`src/rtl/mem_copy_engine.sv`:
```
// Byte copy engine: reads src range through the read port, writes it to dst through the write port.
// Optional MEMCPY_FILL_EN adds a fill mode that writes a constant byte without issuing reads.
module mem_copy_engine (
  input  logic        clk,
  input  logic        rst,
  input  logic        start,
  input  logic [7:0]  src_msb,
  input  logic [7:0]  src_lsb,
  input  logic [7:0]  dst_msb,
  input  logic [7:0]  dst_lsb,
  input  logic [15:0] len,
`ifdef MEMCPY_FILL_EN
  input  logic        fill,
  input  logic [7:0]  fill_val,
`endif
  output logic [7:0]  rd_msb_addr,
  output logic [7:0]  rd_lsb_addr,
  input  logic [7:0]  rd_val,
  output logic [7:0]  wr_msb_addr,
  output logic [7:0]  wr_lsb_addr,
  output logic [7:0]  wr_val,
  output logic        wr_en,
  output logic        busy,
  output logic        done,
  output logic [15:0] count
);

  typedef enum logic [1:0] {IDLE, RUN, DRAIN, FIN} state_t;

  state_t      state, state_next;
  logic [15:0] rd_addr;
  logic [15:0] wr_addr;
  logic [15:0] remaining;
  logic        wr_en_q;
  logic        wr_en_next;
  logic        load;
  logic        rd_step;
  logic        fill_in;
  logic [7:0]  fill_val_in;
  logic        fill_q;
  logic [7:0]  fill_val_q;

`ifdef MEMCPY_FILL_EN
  assign fill_in     = fill;
  assign fill_val_in = fill_val;
`else
  assign fill_in     = 1'b0;
  assign fill_val_in = 8'h00;
`endif

  always_ff @(posedge clk) begin
    if (rst) state <= IDLE;
    else     state <= state_next;
  end

  always_comb begin
    state_next = state;
    load       = 1'b0;
    rd_step    = 1'b0;
    wr_en_next = 1'b0;
    case (state)
      IDLE: begin
        if (start) begin
          load = 1'b1;
          if (len == 16'd0) begin
            state_next = FIN;
          end else begin
            state_next = RUN;
            // Fill writes start immediately; copy waits one cycle for read data.
            wr_en_next = fill_in;
          end
        end
      end
      RUN: begin
        if (remaining == 16'd1) state_next = fill_q ? FIN : DRAIN;
        if (fill_q) begin
          wr_en_next = (remaining != 16'd1);
        end else begin
          wr_en_next = 1'b1;
          rd_step    = (remaining != 16'd1);
        end
      end
      DRAIN:   state_next = FIN;
      FIN:     state_next = IDLE;
      default: state_next = IDLE;
    endcase
  end

  always_ff @(posedge clk) begin
    if (rst) begin
      rd_addr    <= 16'h0000;
      wr_addr    <= 16'h0000;
      remaining  <= 16'h0000;
      wr_en_q    <= 1'b0;
      count      <= 16'h0000;
      fill_q     <= 1'b0;
      fill_val_q <= 8'h00;
    end else begin
      wr_en_q <= wr_en_next;
      if (load) begin
        // In fill mode the read address is left untouched so the read port stays idle.
        if (!fill_in) rd_addr <= {src_msb, src_lsb};
        wr_addr    <= {dst_msb, dst_lsb};
        remaining  <= len;
        count      <= 16'h0000;
        fill_q     <= fill_in;
        fill_val_q <= fill_val_in;
      end else begin
        if (state == RUN) remaining <= remaining - 16'd1;
        if (rd_step)      rd_addr   <= rd_addr + 16'd1;
        if (wr_en_q) begin
          wr_addr <= wr_addr + 16'd1;
          count   <= count + 16'd1;
        end
      end
    end
  end

  // Masking with rst kills the in-flight write on the abort edge itself.
  assign wr_en       = wr_en_q & ~rst;
  assign wr_val      = wr_en ? (fill_q ? fill_val_q : rd_val) : 8'h00;
  assign rd_msb_addr = rd_addr[15:8];
  assign rd_lsb_addr = rd_addr[7:0];
  assign wr_msb_addr = wr_addr[15:8];
  assign wr_lsb_addr = wr_addr[7:0];
  assign busy        = (state == RUN) || (state == DRAIN);
  assign done        = (state == FIN);

endmodule

```
`config.mk`:
```
export PLATFORM = sky130hd
export DESIGN_NAME = mem_copy_engine
export DESIGN_NICKNAME = d
export VERILOG_FILES = /design/src/rtl/mem_copy_engine.sv
export SDC_FILE = /design/constraint.sdc
export NUM_CORES = 1
export LEC_CHECK = 0
export CAP_MARGIN = 25
export CORE_AREA = 2 2 100 102
export DETAILED_ROUTE_END_ITERATION = 6
export DIE_AREA = 0 0 102 104
export PLACE_DENSITY = 0.79
export SLEW_MARGIN = 10
export SYNTH_ARGS = -nofsm -noshare
export SYNTH_HDL_FRONTEND = slang
export SYNTH_SLANG_ARGS = --single-unit
export TNS_END_PERCENT = 30
```
`constraint.sdc`:
```
create_clock -name clk -period 3.09 [get_ports clk]
set_clock_uncertainty 0.2 [all_clocks]
set_input_delay 0.618 -clock clk [delete_from_list [all_inputs] [get_ports clk]]
set_output_delay 0.618 -clock clk [all_outputs]
set_load 0.03 [all_outputs]
```
Yosys cells after proc, flatten, opt, wreduce, memory -nomap -nowiden
Index checks and enable logic that the tools add are counted.
Word-level totals
  register bits: 67
  input bits: 59
  output and inout bits: 59
  word-level logic and storage cells: 43
Operators by class
  add/subtract/negate cells: 4
  equality and inequality tests: 7
  mux-type cells: 14
  bitwise gates (word level): 3
  reduce and logical (&&, ||, !) cells: 9
Operators with widths (number)
  two-way mux 16 bit: 6
  adder 16 x 1 -> 16 bit (second input constant): 3
  == test 16 x 1 -> 1 bit (second input constant): 1
  zero test 16 bit: 1
  != test 16 x 1 -> 1 bit (second input constant): 1
  subtractor 16 x 1 -> 16 bit (second input constant): 1
  two-way mux 8 bit: 1
  one-hot mux 2 bit (4 select lines): 1
  two-way mux 2 bit: 3
  nonzero test 2 bit: 3
  == test 2 bit (second input constant): 2
  != test 2 bit (second input constant): 2
  OR reduction 2 bit: 2
  two-way mux 1 bit: 3
  == test 2 x 1 -> 1 bit (second input constant): 1
  zero test 2 bit: 1
  inverter 1 bit: 2
  AND reduction 2 bit: 1
  bitwise AND 1 bit: 1
  logical OR 1 bit: 1

Longest topological paths before layout
  depth after elaboration: 4
  depth in mapped cells: 7
  mapped depth without buffers: 6

Worst setup path after synthesis
Ideal clock, no wire load.
  path kind: in2out
  start: input port rst
  end: output port wr_val[0]
  data arrival time: 1753 ps
  data required time: 2272 ps
  path slack: 519 ps
  cell stages on the path: 3
  buffers on the path: 1
  cell sequence: clkbuf_1 -> nor2_1 -> and2_1
On the way
  cells in the longest elaborated chain, start to end: 3
RTL lines
  from (decl): line 5  | input logic rst,
  inverter 1 bit: line 120  | assign wr_en = wr_en_q & ~rst;
  bitwise AND 1 bit: line 120
  via wr_en: line 22  | output logic wr_en,
  two-way mux 8 bit: line 121  | assign wr_val = wr_en ? (fill_q ? fill_val_q : rd_val) : 8'h00;
  to (decl): line 21  | output logic [7:0] wr_val,
The timed path passes the listed nets, and every way through them passes these cells.

Final worst setup path
  start: register wr_en_q
  end: output port wr_val[3]
On the way
  cells in the longest elaborated chain, start to end: 2
RTL lines
  from (decl): line 34  | logic wr_en_q;
  from (signal assigned): line 99  | wr_en_q <= wr_en_next;
  bitwise AND 1 bit: line 120
  two-way mux 8 bit: line 121
No other way between the ends.

==> qor.csv <==
stage,metric,value,unit
cts,post_cts resized,0,
route,Detail Route Antenna Nets,0,
route,WL met3,546,µm
final_layout,area of the multi-input gates,2250,µm²
timing,worst rel slew slack,57.7,%
grt,vias in the first global route,3438,
yosys,Adder-Cell Fraction of Synth Area,3.35,%
grt,initial antenna violation count,0,
timing,unrepaired setup endpoints after global routing,no,
route,highest routed layer,met4,
setup_path,Worst EP required,2.27,ns
yosys,top post-synthesis cells by area,"dfxtp_1 (36%), nor2_1 (7.1%), a211oi_1 (5.8%)",
yosys,"top cells by count, synth","nor2_1 (71), dfxtp_1 (67), a211oi_1 (29)",
pwr,NetSw,1.63,mW
final_layout,Seq. cell area,1340,µm²
floorplanning,Top-Level Pins,118,
yosys,yosys warns,0,
grt,largest net degree at the start of global routing,95,
final_layout,share of layout cells above drive strength 1,6.46,%
final_layout,Layout area overhead,38.8,%
yosys,Post-synth EDFFs,0,
cts,TritonCTS Buffers,9,
cts,Clock Pin Slew Worst Setup and Hold Paths,0.08,ns
timing,Finish-stage setup viols,0,
final_layout,ant diodes,0,
grt,Overflow after GRT,0,
worst_hold_path,hold crit path type,flop to flop,
grt,first-pass GRT wire length,16400,µm
floorplanning,Die Wd,102,µm
pwr,power density cells,720,nW/µm²
yosys,Synth Register Bits,67,
cts,clk sinks,67,
pwr,maximum vdd drop,0.460,mV
flow_run,maxcap violations,0,
yosys,Synth Cell Area,3740,µm²
final_layout,# fillers,911,
pwr,LEAKAGE,1.70,nW
setup_path,Crit Path Max Fanout,9,
yosys,Syn Area/Cell,8.43,µm²
yosys,cell taking the most area after synthesis,dfxtp_1,
timing,FMAX,362,MHz
route,drt first pass iters,4,
timing,Hold Slack,0.298,ns
route,metal1 wirelength,4600,µm
cts,Worst-Skew Late Latency,0.35,ns
worst_hold_path,hold path depth,2,
cts,cts hold-fix bufs,0,
floorplanning,Initial Util,39.1,%
yosys,prevailing post-synth register cell,dfxtp_1,
cts,CTS tree,done,
yosys,largest family of logic cells by synthesized area,simple AND/OR/NAND/NOR gates,
route,starting DRC count in detailed routing,214,
place,Port Buf Inserts,117,
cts,"Setup Fix Bufs, Post-CTS",0,
grt,GR Util All Layers,19.0,%
cts,CTS H-tree depth,3,
timing,Fin Setup TNS,0,ns
route,via density per instance,5.38,
yosys,Synth Area in Simple Gates,30.7,%
setup_path,critical setup path kind,flop to output pin,
cts,Root Buffer,clkbuf_8,
final_layout,Final nets,621,
setup_path,worst path arrival time,1.95,ns
yosys,ys async rst share,0,%
yosys,Synth Area in XOR/XNOR,8.20,%
pwr,Sw Ratio,43.5,%
setup_path,reg2reg path depth,4,
pwr,P_int,2.11,mW
route,wire per inst,14.7,µm
outcome,status,"complete, no violations",
route,DRC violations left,0,
yosys,syn_nets,512,
timing,Worst-Margin Slew,0.635,ns
yosys,Compound-Gate Fraction of Synth Area,16.5,%
timing,Final Critical Period,2.76,ns
setup_path,flop2flop setup slack,0.60,ns
setup_path,Worst Setup Start Kind,flop,
timing,final hold violation count,0,
pwr,Clock power frac,17.9,%
route,DRT Wirelength,10200,µm
floorplanning,die area,10600,µm²
route,WL met2,4900,µm
yosys,register area share after synthesis,35.9,%
place,placer congestion estimate,0.770,
cts,clock buffer depth,2,
timing,Final Max Tran Viols,0,
yosys,most common cell in the netlist,nor2_1,
timing,crit share post-route,89.5,%
floorplanning,FP Rows,36,
place,DP HPWL,7330,µm
floorplanning,Die Ht,104,µm
setup_path,Critical Path Sink Type,output pin,
pwr,sequential share of power,35.9,%
yosys,cell count after synthesis,443,
route,Via Count,3714,
yosys,mux cell area share after synthesis,1.34,%
yosys,post-synth top area share,35.9,%
floorplanning,Core Box Area,9550,µm²
pwr,Comb power frac,46.2,%
yosys,Cell variety after synth,43,
[power groups by stage]
| stage | combinational (mW) | sequential, mW | clock (mW) |
|---|---|---|---|
| after floorplan | 0.971 | 1.52 | 0 |
| after global placement | 1.68 | 1.34 | 0 |
| after detailed placement | 1.73 | 1.35 | 0 |
| after CTS | 1.74 | 1.34 | 0.689 |
| after global routing | 1.88 | 1.38 | 0.721 |
| final | 1.73 | 1.34 | 0.667 |
[sequential cells by signal (all words and copies together) (netlist names)]
| signal | cells |
|---|---|
| wr_addr | 16 |
| rd_addr | 16 |
| state | 2 |
| remaining | 16 |
| count | 16 |
| wr_en_q | 1 |
[placed cells by master (no fill, tap or decap), drive strengths merged, types with 4 or more instances in the layout]
cell	n
xnor2	21
buf	7
nor3	8
xor2	14
mux2i	5
o31ai	8
a21oi	4
or4	11
nand2	28
nand4	20
nand3	11
clkdlybuf4s50	116
and2	12
a311oi	17
ha	10
and4	8
a211oi	29
nor4	24
inv	10
or3	12
o21ai	9
nor2	71
o31a	4
clkbuf	9
dfxtp	67
[layout make-up]
cell class | count | area share [%]
tap | 133 | 3.21
sequential | 67 | 25.9
timing repair buffer | 123 | 23.6
multi-input combinational | 343 | 43.4
clock buffer | 9 | 2.39
inverter | 8 | 0.579
clock inverter | 7 | 0.989
[final timing paths]
path,from,to
max,wr_en_q$_SDFF_PP0_,wr_val[3]
min,count[15]$_SDFFE_PP0P_,count[15]$_SDFFE_PP0P_
max reg2reg,remaining[2]$_SDFFE_PP0P_,remaining[13]$_SDFFE_PP0P_
min reg2reg,count[15]$_SDFFE_PP0P_,count[15]$_SDFFE_PP0P_
[kinds of logic after synthesis]
kind of cell,count (synthesis)
compound gates,76
xor+xnor,35
flops,67
mux,5
buf+inv,33
simple gates,217
fa+ha+maj,10
[worst max-delay path: stages, from the launching register on]
cell             delay, ns
dfxtp_1               0.33
inv_1                 0.08
nor2_1                0.34
and2_1                0.19
clkdlybuf4s50_1       0.67
[metal layers]
metal	vias to the layer above	track usage (%)
met5	-	0
li1	1878	-
met3	10	3.70
met4	0	5.81
met2	104	31.5
met1	1722	24.8
[metrics by stage]
| stage | cell area (µm²) | setup slack [ns] | std cells | total power, mW | utilization, % |
|---|---|---|---|---|---|
| floorplan | 3740 | 0.519 | 443 | 2.49 | - |
| global placement | 5010 | 0.409 | 674 | 3.02 | 52.5 |
| detailed placement | 5010 | 0.359 | 674 | 3.08 | 52.5 |
| CTS | 5190 | 0.294 | 690 | 3.76 | 54.3 |
| global route | 5190 | 0.173 | 690 | 3.97 | 54.3 |
| finish | 5190 | 0.326 | 690 | 3.73 | 54.3 |
Power figures use the tool's default switching activity.
